## src/rtl/acc_result_pack.sv

```systemverilog
// Requantizes accumulator results (rounding shift + saturation), packs C_PACK lanes
// per word and buffers packed words in a small FWFT FIFO; dropped words set a sticky flag.
module acc_result_pack #(
  parameter int C_IN    = 13,
  parameter int C_OUT   = 8,
  parameter int C_SHIFT = 4,
  parameter int C_PACK  = 4,
  parameter int C_DEPTH = 4
) (
  input  logic                        I_clk,
  input  logic                        I_rst,
  input  logic                        I_result_rdy,
  input  logic [C_IN-1:0]             I_result,
  input  logic [C_SHIFT-1:0]          I_shift,
  input  logic                        I_flush,
  output logic                        O_data_valid,
  input  logic                        I_data_ready,
  output logic [C_PACK*C_OUT-1:0]     O_data,
  output logic [$clog2(C_DEPTH):0]    O_count,
  output logic                        O_overflow
);

  localparam int XW = C_IN + 1;
  localparam int CW = $clog2(C_PACK);
  localparam int PW = $clog2(C_DEPTH);
  localparam int WW = C_PACK * C_OUT;
  localparam logic signed [XW-1:0] SAT_MAX = XW'((1 << (C_OUT - 1)) - 1);
  localparam logic signed [XW-1:0] SAT_MIN = XW'(-(1 << (C_OUT - 1)));
  localparam logic [CW-1:0]        LANE_LAST = CW'(C_PACK - 1);
  localparam logic [PW:0]          CNT_FULL  = (PW + 1)'(C_DEPTH);

  // Stage 1: quantize
  logic signed [XW-1:0] w_x, w_rnd, w_sum, w_shr;
  logic [C_OUT-1:0]     w_q;
  logic [C_OUT-1:0]     r_q;
  logic                 r_q_valid;
  logic                 r_flush_d;

  // One extra bit of headroom keeps the rounding add from wrapping.
  always_comb begin
    w_x   = {I_result[C_IN-1], I_result};
    w_rnd = '0;
    if (I_shift != '0) w_rnd = XW'(1) << (I_shift - 1'b1);
    w_sum = w_x + w_rnd;
    w_shr = w_sum >>> I_shift;
    if (w_shr > SAT_MAX)      w_q = SAT_MAX[C_OUT-1:0];
    else if (w_shr < SAT_MIN) w_q = SAT_MIN[C_OUT-1:0];
    else                      w_q = w_shr[C_OUT-1:0];
  end

  always_ff @(posedge I_clk) begin
    if (I_rst) begin
      r_q       <= '0;
      r_q_valid <= 1'b0;
      r_flush_d <= 1'b0;
    end else begin
      r_q       <= w_q;
      r_q_valid <= I_result_rdy;
      r_flush_d <= I_flush;
    end
  end

  // Stage 2: pack. A non-zero lane counter means the packer holds lanes.
  logic [CW-1:0] r_lane;
  logic [WW-1:0] r_pack;
  logic [WW-1:0] w_word;
  logic          w_complete;

  always_comb begin
    w_word = r_pack;
    if (r_q_valid) w_word[r_lane*C_OUT +: C_OUT] = r_q;
    w_complete = (r_q_valid && (r_lane == LANE_LAST)) ||
                 (r_flush_d && (r_q_valid || (r_lane != '0)));
  end

  always_ff @(posedge I_clk) begin
    if (I_rst) begin
      r_lane <= '0;
      r_pack <= '0;
    end else if (w_complete) begin
      r_lane <= '0;
      r_pack <= '0;
    end else if (r_q_valid) begin
      r_lane <= r_lane + 1'b1;
      r_pack <= w_word;
    end
  end

  // FIFO. Handshake: a word transfers on a rising edge where O_data_valid && I_data_ready;
  // O_data/O_data_valid depend only on FIFO state, never on I_data_ready.
  logic [WW-1:0] r_mem [C_DEPTH];
  logic [PW-1:0] r_wr_ptr, r_rd_ptr;
  logic [PW:0]   r_count;
  logic          r_overflow;
  logic          w_full, w_pop, w_push, w_drop;

  always_comb begin
    w_full = (r_count == CNT_FULL);
    w_pop  = (r_count != '0) && I_data_ready;
    w_push = w_complete && (!w_full || w_pop);
    w_drop = w_complete && w_full && !w_pop;
  end

  always_ff @(posedge I_clk) begin
    if (w_push) r_mem[r_wr_ptr] <= w_word;
  end

  always_ff @(posedge I_clk) begin
    if (I_rst) begin
      r_wr_ptr   <= '0;
      r_rd_ptr   <= '0;
      r_count    <= '0;
      r_overflow <= 1'b0;
    end else begin
      if (w_push) r_wr_ptr <= r_wr_ptr + 1'b1;
      if (w_pop)  r_rd_ptr <= r_rd_ptr + 1'b1;
      if (w_push && !w_pop)      r_count <= r_count + 1'b1;
      else if (w_pop && !w_push) r_count <= r_count - 1'b1;
      if (w_drop) r_overflow <= 1'b1;
    end
  end

  always_comb begin
    O_data_valid = (r_count != '0);
    O_data       = O_data_valid ? r_mem[r_rd_ptr] : '0;
    O_count      = r_count;
    O_overflow   = r_overflow;
  end

endmodule

```

## config.mk

```make
export PLATFORM = sky130hd
export DESIGN_NAME = acc_result_pack
export DESIGN_NICKNAME = d
export VERILOG_FILES = /design/src/rtl/acc_result_pack.sv
export SDC_FILE = /design/constraint.sdc
export NUM_CORES = 1
export LEC_CHECK = 0
export ABC_AREA = 1
export BUFFER_PORTS_ARGS = -buffer_cell sky130_fd_sc_hd__clkbuf_2
export CELL_PAD_IN_SITES_DETAIL_PLACEMENT = 0
export CELL_PAD_IN_SITES_GLOBAL_PLACEMENT = 1
export CORE_ASPECT_RATIO = 1.1
export CORE_MARGIN = 2
export CORE_UTILIZATION = 50
export CTS_CLUSTER_SIZE = 25
export DETAILED_ROUTE_END_ITERATION = 7
export HOLD_SLACK_MARGIN = 0.05
export PLACE_DENSITY_LB_ADDON = 0.1
export RECOVER_POWER = 25
export SETUP_SLACK_MARGIN = 0.3
export SYNTH_ARGS = -nofsm -noshare
export SYNTH_HDL_FRONTEND = slang
export SYNTH_SLANG_ARGS = --single-unit
```

## constraint.sdc

```tcl
create_clock -name I_clk -period 4.85 [get_ports I_clk]
set_clock_uncertainty 0.05 [all_clocks]
set_input_delay 0.97 -clock I_clk [delete_from_list [all_inputs] [get_ports I_clk]]
set_output_delay 0.97 -clock I_clk [all_outputs]
set_load 0.05 [all_outputs]
```

After elaboration in Yosys (flattened, before gate mapping)
Memory sizes are Yosys's and may differ from the RTL's. A register that Yosys moved wholly into a read port is not among the register bits.
Index checks and enable logic that the tools add are counted.
- flip-flop bits (word level): 52
- output and inout bits: 37
- RAM bits: 128
- bits of input ports: 22
- memories: 1
- memories (memory ; depth ; bits a word ; rd ports ; clocked after memory_dff ; write ports ; RTL line ; RTL):
    r_mem ; 4 ; 32 ; 1 ; 1 ; 1 ; 91 ; logic [WW-1:0] r_mem [C_DEPTH];
- shift-type cells: 4
- multiplexer cells: 12
- reduce and logical (&&, ||, !) cells: 20
- order comparisons: 2
- $add $sub $neg: 8
- eq/ne operators: 2
- operator list (operator ; number):
    $mux W32 ; 2
    $neg A5 Y34 ; 1
    $shift A8 B34 Y32 const A ; 1
    $shiftx A8 B34 Y32 ; 1
    $bwmux W32 ; 1
    $add A13 B14 Y14 ; 1
    $gt A14 B8 Y1 const B ; 1
    $lt A14 B8 Y1 const B ; 1
    $mux W14 ; 1
    $shl A1 B4 Y14 const A ; 1
    $sshr A14 B4 Y14 ; 1
    $logic_and A1 B1 Y1 ; 8
    $mux W8 ; 1
    $mux W7 ; 1
    $add A2 B1 Y2 const B ; 3
    $mux W3 ; 2
    $mux W2 ; 2
    $reduce_bool A2 Y1 ; 2
    $reduce_bool A4 Y1 ; 1
    $reduce_or A2 Y1 ; 2
    $sub A4 B1 Y4 const B ; 1
    $add A3 B1 Y3 const B ; 1
    $eq A3 B3 Y1 const B ; 1
    $logic_not A1 Y1 ; 3
    other kinds (5) ; 8

Depth between registers and ports, before layout
Gate-level depths: netlist (run 1).
- word-level depth: 9
- depth in mapped cells: 26

Worst setup path before layout (run 1)
No wires, ideal clock.
- path kind: input-to-reg
- start point: in I_shift[1]
- end point: reg r_q[2]
- arrival: 3.523 ns
- setup time: 0.070 ns
- stages: 25
- path slack: 1.207 ns
- path through: buf_6 clkbuf_1 nor2_1 inv_1 nor2_1 ha_1 inv_1 fa_1 inv_1 nand3_1 nand2_1 nand3_1 nand3_1 nand2_1 nand3_1 nand3_1 nand2_1 nand2_1 nand2_1 nand2_1 nor2_1 nand2_1 nand2_2 nand2_4 a21oi_1
- word-level cells in the longest chain between the ends: 8
- RTL lines (element ; RTL line ; RTL):
    from (decl) ; 14 ; input logic [C_SHIFT-1:0] I_shift,
    $sub A4 B1 Y4 ; 43 ; if (I_shift != '0) w_rnd = XW'(1) << (I_shift - 1'b1);
    $shl A1 B4 Y14 ; 43 ;
    $mux W14 ; 43 ;
    $add A13 B14 Y14 ; 44 ; w_sum = w_x + w_rnd;
    $sshr A14 B4 Y14 (*) ; 45 ; w_shr = w_sum >>> I_shift;
    $lt A14 B8 Y1 ; 47 ; else if (w_shr < SAT_MIN) w_q = SAT_MIN[C_OUT-1:0];
    $mux W8 ; 47 ;
    $mux W7 (*) ; 46 ; if (w_shr > SAT_MAX) w_q = SAT_MAX[C_OUT-1:0];
    to (signal assigned) ; 57 ; r_q <= w_q;
    to (decl) ; 35 ; logic [C_OUT-1:0] r_q;
Every way passes the cells marked *; elsewhere a longest branch is shown, timed or not.
A chain may end at the register's enable or synchronous reset.

Final worst setup path (run 1)
- start point: reg r_count[0], in the netlist O_count[0]
- end point: out O_data[9]
- word-level cells in the longest chain between the ends: 2
- RTL lines (element ; RTL line ; RTL):
    from (decl) ; 93 ; logic [PW:0] r_count;
    from (signal assigned) ; 117 ; if (w_push && !w_pop) r_count <= r_count + 1'b1;
    from (signal assigned) ; 118 ; else if (w_pop && !w_push) r_count <= r_count - 1'b1;
    $reduce_bool A3 Y1 ; 124 ; O_data_valid = (r_count != '0);
    $mux W32 ; 125 ; O_data = O_data_valid ? r_mem[r_rd_ptr] : '0;
    to (decl) ; 18 ; output logic [C_PACK*C_OUT-1:0] O_data,
Every way passes these cells.

==> results.txt, run 1 <==
PwrDens -> 468.7 nW/um2
Failing checks -> max-capacitance violations, max-slew violations
Top FF cell, synth -> edfxtp_1
Syn avg cell area -> 8.736 um2
H-tree levels -> 4
CP required -> 3.83 ns
Via Count -> 6649
Finished Cell Area -> 9861 um2
CP max FO -> 33
Antenna violations before repair -> 0
Setup-failing EPs final -> 0
Clk Latency, worst-skew pair -> 0.42 ns
Global route total overflow -> 0
Logic gate share of total power -> 34.7%
DRC -> 0
Worst EP arrival -> 2.99 ns
Max Root-Sink Buffers -> 2
Startpoint Class -> flop
Post-synth top area share -> 43.78%
P_int -> 0.002761 W
Drt total wl -> 19940 um
Vias in the first global route -> 6096
Synth Cell Area -> 8780 um2
Yosys cell types -> 35
Die Ht -> 143.0 um
Final nets -> 1105
Global-route wire length before repair -> 31220 um
Final worst-path cycle share -> 82.58%
Largest area contributor in the netlist -> edfxtp_1
Leakage -> 4.130 nW
Setup_tns -> 0 ns
Detail Route Antenna Nets -> 0
Post-synth EDFFs -> 128
Drt first-iter violations -> 502
Unrepaired setup endpoints after global routing -> false
Count leader, synth -> nor2_1
Switching Share -> 40.25%
Largest net degree at the start of global routing -> 65
Initial Util -> 51.22%
Layout cells sized above 1 -> 10.83%
Drt via density -> 5.095
Min Tclk post-route -> 4.005 ns
Slew Limit Fails -> 69
Final Wtd Congestion -> 0.8567
Clk slew on worst S/H paths -> 0.07 ns
Achievable Freq -> 249.7 MHz
Post-DP HPWL -> 13430 um
DR WL/cell -> 15.28 um
Clock root buffer -> clkbuf_16
Crit. End Element -> output port
Gr usage total -> 22.08%
Area of the core -> 17140 um2
Post-CTS Setup Repair Bufs -> 0
Clock tree from TritonCTS -> done
Post-CTS Hold Buffers -> 0
Hold WC Path Type -> flop to flop
Status -> complete, but fails checks
Commonest cells in the netlist -> nor2_1, inv_1, nand2_1
Psw -> 0.001860 W
Largest cells by area after synthesis -> edfxtp_1, dfxtp_1, nor2_1
Post-synth ARST share -> 0%
Drt pass-1 iters -> 5
Crit Path Class -> flop to output port
Worst relative slew slack -> -25.82%
Port buffer count -> 58
Die Wd -> 130.3 um
Post-synthesis cell count -> 1005
CTS Buf Count -> 17
Seq/Total Area, Yosys -> 56.09%
Clk sinks -> 182
Ant diodes -> 0
# IOs -> 59
Max-Cap Viols -> 2
CTS resizes -> 0
Row count -> 50
Final Hold Viols -> 0
Clock power share -> 27.9%
Slew at the pin closest to its max-slew limit -> 1.887 ns
Number of synthesized register bits -> 182
Sequential power share -> 37.4%
Max IR drop VDD -> 657.8 uV
Area after DPL -> 9320 um2
Yosys warns -> 0
Area grow syn2layout -> 12.31%
Die Area -> 18640 um2
Synth Net Count -> 1052
[metal layers]
metal  up-vias  GRT usage (%)  share of wire (%)  routed length (um)
met5         -              0                  0                   0
met4         0          5.487                1.1                 219
met3        16          4.046                2.9                 583
met2       114          38.85                 51               10120
met1      3105          28.15                 45                9011
li1       3414              -                  -                   -
[stage by stage]
step | hold WS, ns | total power (W) | instances | utilization, % | worst slack [ns]
floorplan | 0.3863 | 0.002999 | 1005 | - | 1.207
global placement | 0.4082 | 0.003388 | 1273 | 54.37 | 0.5635
detailed placement | 0.4131 | 0.003393 | 1273 | 54.37 | 0.6112
CTS | 0.4232 | 0.004678 | 1305 | 57.61 | 1.047
global route | 0.4363 | 0.004863 | 1305 | 57.53 | 0.6486
finish | 0.4204 | 0.004622 | 1305 | 57.53 | 0.8448
[path summary, 6_finish.rpt]
kind                    start          to  slack (ns)  cells past startpoint
setup / recovery   O_count[0]   O_data[9]        0.84                      6
hold / removal    r_rd_ptr[0]        flop        0.42                      1
setup reg to reg   O_count[0]  O_count[2]        1.23                     13
hold reg to reg   r_rd_ptr[0]        flop        0.42                      1
[placed cells by master, fill, tap and decap left out, types with 2 or more instances in the layout]
cell,count
inv_4,2
inv_2,2
nand2_2,5
o22ai_1,32
clkbuf_2,52
xnor2_1,2
o21ai_0,77
nand3_1,59
clkbuf_16,17
nand2_1,133
nand2_4,4
nand4_1,6
dfxtp_1,53
o221ai_1,2
o211ai_1,5
inv_1,142
nor2_2,6
clkinv_4,2
nor2_1,206
fa_1,2
nor3_1,4
a21oi_1,56
inv_6,5
buf_4,10
clkinv_1,5
nand3b_1,2
mux2i_1,2
xor2_1,4
nand3_2,3
ha_1,23
clkbuf_1,10
edfxtp_1,128
[sequential cells by signal (all words and copies together), names as in the netlist, named ones only]
register	count
r_mem	128
r_lane	2
r_rd_ptr	2
r_q_valid	1
r_q	8
r_wr_ptr	2
r_flush_d	1
r_pack	32
O_overflow	1
O_count	3
[area by class of cell]
cell class | count | area [um2]
sequential | 182 | 4926
multi-input combinational | 638 | 3157
timing repair buffer | 70 | 365.4
clock buffer | 19 | 432.9
fill | 1595 | 7281
clock inverter | 13 | 122.6
inverter | 149 | 564.3
tap | 234 | 292.8
[worst max-delay path: stages (launching register included)]
cell,delay [ns]
dfxtp_1,0.36
nor2_1,0.15
nand2_1,0.08
inv_1,0.05
clkbuf_1,1.34
a21oi_1,0.20
clkbuf_2,0.34
[logic make-up (layout without fill, tap and decap cells)]
family | count (synthesis) | in the layout | synth area share [%]
AO/OA/AOI/OAI | 175 | 175 | 10.76
XOR/XNOR | 7 | 7 | 0.7839
adder cells (fa/ha/maj) | 25 | 25 | 3.734
buffers and inverters | 185 | 251 | 8.066
flip-flops | 182 | 182 | 56.09
multiplexers | 2 | 2 | 0.2280
AND/OR/NAND/NOR | 429 | 429 | 20.34
[power groups by stage]
stage	combinational, W	clock [W]	sequential, W
5_1_grt	0.00175	0.00138	0.00173
6_report	0.00160	0.00129	0.00173
3_5_place_dp	0.00163	0	0.00177
4_1_cts	0.00163	0.00132	0.00173
3_3_place_gp	0.00162	0	0.00176
2_1_floorplan	0.00120	0	0.00180
(Power assumes the default switching activity.)
==> run 2: changes to the inputs <==
- CORE_UTILIZATION: 50 -> 46
- clock period: 4.85 -> 3.71 ns (I/O delays scaled with it)
==> run 2 against run 1 <==
Against the previous run: the flow still finishes with violations (max-capacitance violations, max-slew violations); die area is 8.4% higher; critical path depth is 17 higher; worst setup slack worse by 0.22 ns; cell count is 2.1% higher.
==> results.txt, run 2 (synthesis gave the netlist of run 1 again) <==
Die Ht -> 148.9 um (was 143.0 um)
Largest net degree at the start of global routing -> 65 (unchanged)
Final nets -> 1121 (was 1105)
Clk Latency, worst-skew pair -> 0.43 ns (was 0.42 ns)
Min Tclk post-route -> 3.084 ns
Clock root buffer -> clkbuf_16 (unchanged)
Row count -> 53 (was 50)
CP required -> 3.96 ns (was 3.83 ns)
CP max FO -> 6 (was 33)
Status -> complete, but fails checks (unchanged)
Leakage -> 4.228 nW (was 4.130 nW)
Clock tree from TritonCTS -> done (unchanged)
Layout cells sized above 1 -> 13.17% (was 10.83%)
Final Power -> 0.006164 W (was 0.004622 W)
Startpoint Class -> input pin (was flop)
Area of the core -> 18900 um2 (was 17140 um2)
Setup-failing EPs final -> 0 (unchanged)
Initial Util -> 46.45% (was 51.22%)
Largest Register -> r_mem (unchanged)
R2R setup slack -> 0.79 ns (was 1.23 ns)
Slew at the pin closest to its max-slew limit -> 1.580 ns (was 1.887 ns)
Psw -> 0.002461 W (was 0.001860 W)
Register Area -> 4926 um2 (unchanged)
Max-Cap Viols -> 1 (was 2)
Crit. End Element -> flop (was output port)
Ant diodes -> 0 (unchanged)
# IOs -> 59 (unchanged)
Crit Path Class -> input pin to flop (was flop to output port)
Clk sinks -> 182 (unchanged)
P_int -> 0.003703 W (was 0.002761 W)
Final Hold Viols -> 0 (unchanged)
Hold WC Path Type -> flop to flop (unchanged)
Area after DPL -> 9462 um2 (was 9320 um2)
Biggest regs -> r_mem: 128 flops, r_pack: 32 flops, r_q: 8 flops (unchanged)
Achievable Freq -> 324.2 MHz
Met2 wire length -> 10360 um (was 10120 um)
Top Metal Used -> met4 (unchanged)
Clock power share -> 28.5% (was 27.9%)
H-tree levels -> 4 (unchanged)
Sequential power share -> 36.8% (was 37.4%)
Most common cell after layout, fill and taps aside -> nor2_1 (unchanged)
Clk slew on worst S/H paths -> 0.07 ns (about the same)
Slew Limit Fails -> 35 (was 69)
Detail Route Antenna Nets -> 0 (unchanged)
Final Wtd Congestion -> 0.8561 (was 0.8567)
DR WL/cell -> 15.29 um (was 15.28 um)
Via Count -> 6692 (was 6649)
Failing checks -> max-capacitance violations, max-slew violations (unchanged)
Global-route wire length before repair -> 32160 um (was 31220 um)
Vias in the first global route -> 6216 (was 6096)
Final worst-path cycle share -> 83.14%
Routed met1 length -> 8850 um (was 9011 um)
Die Wd -> 135.7 um (was 130.3 um)
Drt via density -> 5.020 (was 5.095)
Leading cell types in the layout, fill and taps excluded -> nor2_1, inv_1, nand2_1 (unchanged)
Gr usage total -> 20.89% (was 22.08%)
Drt total wl -> 20380 um (was 19940 um)
Finished Cell Area -> 10060 um2 (was 9861 um2)
Unrepaired setup endpoints after global routing -> false (unchanged)
Switching Share -> 39.93% (was 40.25%)
Max Root-Sink Buffers -> 2 (unchanged)
Worst EP arrival -> 3.34 ns (was 2.99 ns)
Filler cells -> 1811 (was 1595)
Port buffer count -> 58 (unchanged)
PwrDens -> 612.5 nW/um2 (was 468.7 nW/um2)
Routed wl met3 -> 694 um (was 583 um)
Post-DP HPWL -> 13790 um (was 13430 um)
Multi-input logic area -> 3184 um2 (was 3157 um2)
Util after Layout -> 53.25% (was 57.53%)
Largest register FFs -> 128 (unchanged)
Antenna violations before repair -> 0 (unchanged)
CTS Buf Count -> 17 (unchanged)
Area grow syn2layout -> 14.64% (was 12.31%)
Post-CTS Hold Buffers -> 0 (unchanged)
DRC -> 0 (unchanged)
Drt first-iter violations -> 366 (was 502)
Die Area -> 20210 um2 (was 18640 um2)
Max IR drop VDD -> 628.2 uV (was 657.8 uV)
Global route total overflow -> 0 (unchanged)
Logic gate share of total power -> 34.7% (about the same)
Worst relative slew slack -> -5.349% (was -25.82%)
Drt pass-1 iters -> 5 (unchanged)
run 2: worst paths after layout:
path                      end        start  depth (start not counted)
setup / recovery       r_q[2]   I_shift[3]                         23
hold / removal    r_rd_ptr[1]  r_rd_ptr[1]                          2
setup reg to reg   r_pack[12]    r_lane[0]                          7
hold reg to reg   r_rd_ptr[1]  r_rd_ptr[1]                          2
run 2: timing repair:
action	CTS	global route
setup buffers	0	1
setup endpoints to repair	0	8
gates resized for setup	0	12
run 2: critical path: stages:
cell	delay [ns]
clkbuf_2	0.16
nor2_4	0.16
inv_2	0.09
nor2_1	0.11
ha_1	0.16
inv_1	0.05
fa_1	0.39
inv_1	0.10
nand3_1	0.08
nand2_2	0.12
a21oi_1	0.09
inv_1	0.06
nand2_1	0.07
nand3_1	0.12
nand3_1	0.10
nand3_1	0.14
nand2_1	0.06
nor2_1	0.11
nand2_1	0.05
nor2_1	0.08
nand2_1	0.09
nand2_2	0.11
a21oi_1	0.07
run 2: power by group through the flow:
stage | Clock [W] | Combinational [W] | Sequential (W)
final | 0.00176 | 0.00214 | 0.00227
after global routing | 0.00187 | 0.00232 | 0.00228
after CTS | 0.00179 | 0.00216 | 0.00227
after detailed placement | 0 | 0.00217 | 0.00231
after global placement | 0 | 0.00215 | 0.00231
after floorplan | 0 | 0.00157 | 0.00235
run 2: metal layers:
layer | up-vias | global-route usage (%)
met2 | 135 | 37.05
met5 | - | 0
met3 | 27 | 3.024
met4 | 0 | 8.177
li1 | 3450 | -
met1 | 3080 | 25.62
run 2: through the flow:
step                      setup WS, ns  std cells  hold slack (ns)  setup TNS (ns)
after floorplan                 0.3101       1005           0.3863               0
after global placement        -0.05866       1301           0.4043         -0.3550
after detailed placement     -0.008301       1301           0.4140        -0.01070
after CTS                       0.4239       1332           0.4201               0
after global routing            0.3115       1333           0.4571               0
final                           0.6257       1333           0.4218               0
run 2: layout make-up:
class	count	area share (%)
inverters	149	5.607
clock inverters	12	1.454
multi-input cells	638	31.64
repair buffers	86	4.985
flip-flops and latches	182	48.94
clock buffers	19	4.301
well taps	247	3.071
==> run 3: changes to the inputs <==
- ABC_AREA: 1 -> 0
- CORE_UTILIZATION: 46 -> 50
- clock period: 3.71 -> 3.2 ns (I/O delays scaled with it)
==> run 3 against run 2 <==
Against the previous run: the flow finishes with violations (negative setup slack); non-clock buffer count grew 83; register-to-register slack lost 0.53 ns; total power grew 14%; largest power group unchanged; via count shrank 14%; clock power grew 11%; worst setup slack lost 0.82 ns; hold slack lost 0.037 ns.
==> results.txt, run 3 <==
Count leader, synth -> edfxtp_1 (was nor2_1)
Max-Cap Viols -> 0 (was 1)
Clk Latency, worst-skew pair -> 0.42 ns (was 0.43 ns)
Final worst-path cycle share -> 106.0%
Biggest regs -> r_mem: 128 flops, r_pack: 32 flops, r_q: 8 flops (unchanged)
Post-synthesis cell count -> 635 (was 1005)
Die Ht -> 141.6 um (was 148.9 um)
Finished Cell Area -> 10850 um2 (was 10060 um2)
Post-CTS Hold Buffers -> 0 (unchanged)
Post-synth EDFFs -> 128 (unchanged)
Global-route wire length before repair -> 30910 um (was 32160 um)
Die Area -> 18290 um2 (was 20210 um2)
Synth Cell Area -> 8611 um2 (was 8780 um2)
Final Wtd Congestion -> 0.8858 (was 0.8561)
Max Root-Sink Buffers -> 2 (unchanged)
Syn avg cell area -> 13.56 um2 (was 8.736 um2)
Adder-cell share of the synthesized area -> 3.807% (was 3.734%)
Crit Path Class -> input pin to flop (unchanged)
Post-synth top area share -> 44.64% (was 43.78%)
Psw -> 0.002556 W (was 0.002461 W)
Leakage -> 4.024 nW (was 4.228 nW)
P_int -> 0.004497 W (was 0.003703 W)
Antenna violations before repair -> 0 (unchanged)
Achievable Freq -> 294.8 MHz
Seq/Total Area, Yosys -> 57.19% (was 56.09%)
H-tree levels -> 4 (unchanged)
Layout cells sized above 1 -> 36.91% (was 13.17%)
Setup-failing EPs final -> 9 (was 0)
Area grow syn2layout -> 26.00% (was 14.64%)
Drt total wl -> 19150 um (was 20380 um)
Switching Share -> 36.24% (was 39.93%)
Yosys cell types -> 73 (was 35)
Worst relative slew slack -> 12.70% (was -5.349%)
Die Wd -> 129.1 um (was 135.7 um)
Via Count -> 5739 (was 6692)
DRC -> 0 (unchanged)
Final Hold Viols -> 0 (unchanged)
Util after Layout -> 63.99% (was 53.25%)
Final WS setup -> -0.1925 ns (was 0.6257 ns)
Gr usage total -> 22.12% (was 20.89%)
Largest family of logic cells by synthesized area -> simple AND/OR/NAND/NOR gates (unchanged)
Clk slew on worst S/H paths -> 0.06 ns (was 0.07 ns)
Vias in the first global route -> 5938 (was 6216)
Status -> complete, but fails checks (unchanged)
Largest cells by area after synthesis -> edfxtp_1, dfxtp_1, mux4_2 (was edfxtp_1, dfxtp_1, nor2_1)
Filler cells -> 1339 (was 1811)
Post-synthesis xor/xnor area fraction -> 2.296% (was 0.7838%)
Yosys warns -> 0 (unchanged)
Worst EP arrival -> 3.64 ns (was 3.34 ns)
Failing checks -> negative setup slack (was max-capacitance violations, max-slew violations)
Commonest cells in the netlist -> edfxtp_1, dfxtp_1, and2_1 (was nor2_1, inv_1, nand2_1)
CP max FO -> 5 (was 6)
Row count -> 50 (was 53)
# IOs -> 59 (unchanged)
Detail Route Antenna Nets -> 0 (unchanged)
Largest net degree at the start of global routing -> 36 (was 65)
Synth Area in Simple Gates -> 11.97% (was 20.34%)
Mux contribution to synthesized area -> 10.68% (was 0.2280%)
Synth Net Count -> 682 (was 1052)
Area after DPL -> 9981 um2 (was 9462 um2)
CP required -> 3.45 ns (was 3.96 ns)
Clock root buffer -> clkbuf_16 (unchanged)
Largest area contributor in the netlist -> edfxtp_1 (unchanged)
Final Power -> 0.007053 W (was 0.006164 W)
Leading cell types in the layout, fill and taps excluded -> edfxtp_1, buf_4, dfxtp_1 (was nor2_1, inv_1, nand2_1)
Max IR drop VDD -> 401.4 uV (was 628.2 uV)
Crit. End Element -> flop (unchanged)
Min Tclk post-route -> 3.393 ns
Place WS -> -0.8369 ns (was -0.008301 ns)
Drt via density -> 5.540 (was 5.020)
Slew at the pin closest to its max-slew limit -> 1.310 ns (was 1.580 ns)
Area of the core -> 16950 um2 (was 18900 um2)
Number of synthesized register bits -> 182 (unchanged)
Port buffer count -> 58 (unchanged)
Logic gate share of total power -> 34.7% (about the same)
DR WL/cell -> 18.48 um (was 15.29 um)
Post-synth ARST share -> 0% (unchanged)
CTS Buf Count -> 17 (unchanged)
Drt first-iter violations -> 365 (was 366)
Top FF cell, synth -> edfxtp_1 (unchanged)
Largest register FFs -> 128 (unchanged)
Startpoint Class -> input pin (unchanged)
Clk sinks -> 182 (unchanged)
Compound-Gate Fraction of Synth Area -> 11.67% (was 10.76%)
Drt pass-1 iters -> 4 (was 5)
Slew Limit Fails -> 0 (was 35)
Initial Util -> 50.79% (was 46.45%)
Hold Slack -> 0.3849 ns (was 0.4218 ns)
Most common cell after layout, fill and taps aside -> edfxtp_1 (was nor2_1)
Post-DP HPWL -> 13310 um (was 13790 um)
Largest Register -> r_mem (unchanged)
Sequential power share -> 37.6% (was 36.8%)
Global route total overflow -> 0 (unchanged)
Unrepaired setup endpoints after global routing -> true (was false)
Clock power share -> 27.7% (was 28.5%)
Final nets -> 836 (was 1121)
Clock tree from TritonCTS -> done (unchanged)
Ant diodes -> 0 (unchanged)
PwrDens -> 650.1 nW/um2 (was 612.5 nW/um2)
Hold WC Path Type -> input pin to flop (was flop to flop)
run 3: cell types whose count changed in the layout (fill, tap and decap cells not counted), moves of 31 or more:
cell and delta:
and2_1 +39, buf_4 +71, nand2_1 -110, nor2_1 -171
a22o_1 +33, o22ai_1 -31, mux4_2 +34, nand3_1 -52
nor2b_1 +37, o21ai_0 -68, inv_1 -123, a21oi_1 -39
run 3: area by class of cell:
class	count	area [um2]	share of cell area [%]
multi-input combinational	401	3812	35.14
inverter	18	67.56	0.6228
clock inverter	14	125.1	1.153
timing repair buffer	169	1196	11.03
sequential	182	4926	45.40
clock buffer	18	429.2	3.956
tap	234	292.8	2.699
run 3: power by group through the flow:
stage	Clock, W	Sequential, W	Combinational, W
3_5_place_dp	0	0.00270	0.00243
6_report	0.00195	0.00265	0.00245
5_1_grt	0.00209	0.00266	0.00263
4_1_cts	0.00198	0.00265	0.00248
2_1_floorplan	0	0.00273	0.00178
3_3_place_gp	0	0.00270	0.00240
run 3: critical path: stages:
cell and delay [ns]:
buf_2 0.18, inv_2 0.07, buf_4 0.13, or3_4 0.37, inv_2 0.07, ha_4 0.20, a211oi_4 0.29, o21ai_4 0.13
a211oi_4 0.33, nor2_4 0.11, xor2_4 0.16, o2111a_2 0.31, a41oi_2 0.19, o311ai_4 0.32, a31oi_1 0.13
run 3: final timing paths:
| path | start | to | slack, ns | depth (start not counted) |
|---|---|---|---|---|
| worst max-delay path | I_shift[1] | r_q[4] | -0.19 | 15 |
| worst min-delay path | I_result_rdy | r_q_valid | 0.38 | 2 |
| worst max register to register | O_count[0] | O_count[2] | 0.26 | 9 |
| worst min register to register | O_overflow | O_overflow | 0.45 | 2 |
run 3: per-layer routing:
metal	track usage [%]	vias up	part of all wire [%]
met1	27.26	2857	42
met4	8.295	0	2.4
met3	4.412	29	3.6
li1	-	2736	-
met2	38.39	117	52
met5	0	-	0
run 3: cell families (layout without fill, tap and decap cells):
group | count (synthesis) | after routing
xor gates and xnor gates | 20 | 20
AOI/OAI and AO/OA | 122 | 122
and+or+nand+nor | 185 | 185
muxes | 49 | 49
buffers and inverters | 52 | 219
DFF | 182 | 182
adders and majority gates | 25 | 25
run 3: metrics by stage:
step / std cells / TNS (ns)
2_1_floorplan: 635 / -4.448
3_3_place_gp: 994 / -4.870
3_5_place_dp: 994 / -5.585
4_1_cts: 1034 / -0.9443
5_1_grt: 1036 / -10.32
6_report: 1036 / -1.257
run 3: repair_timing:
action	CTS	global route
pin swaps	36	13
setup endpoints to repair	8	8
setup buffers	8	2
gates resized for setup	41	13
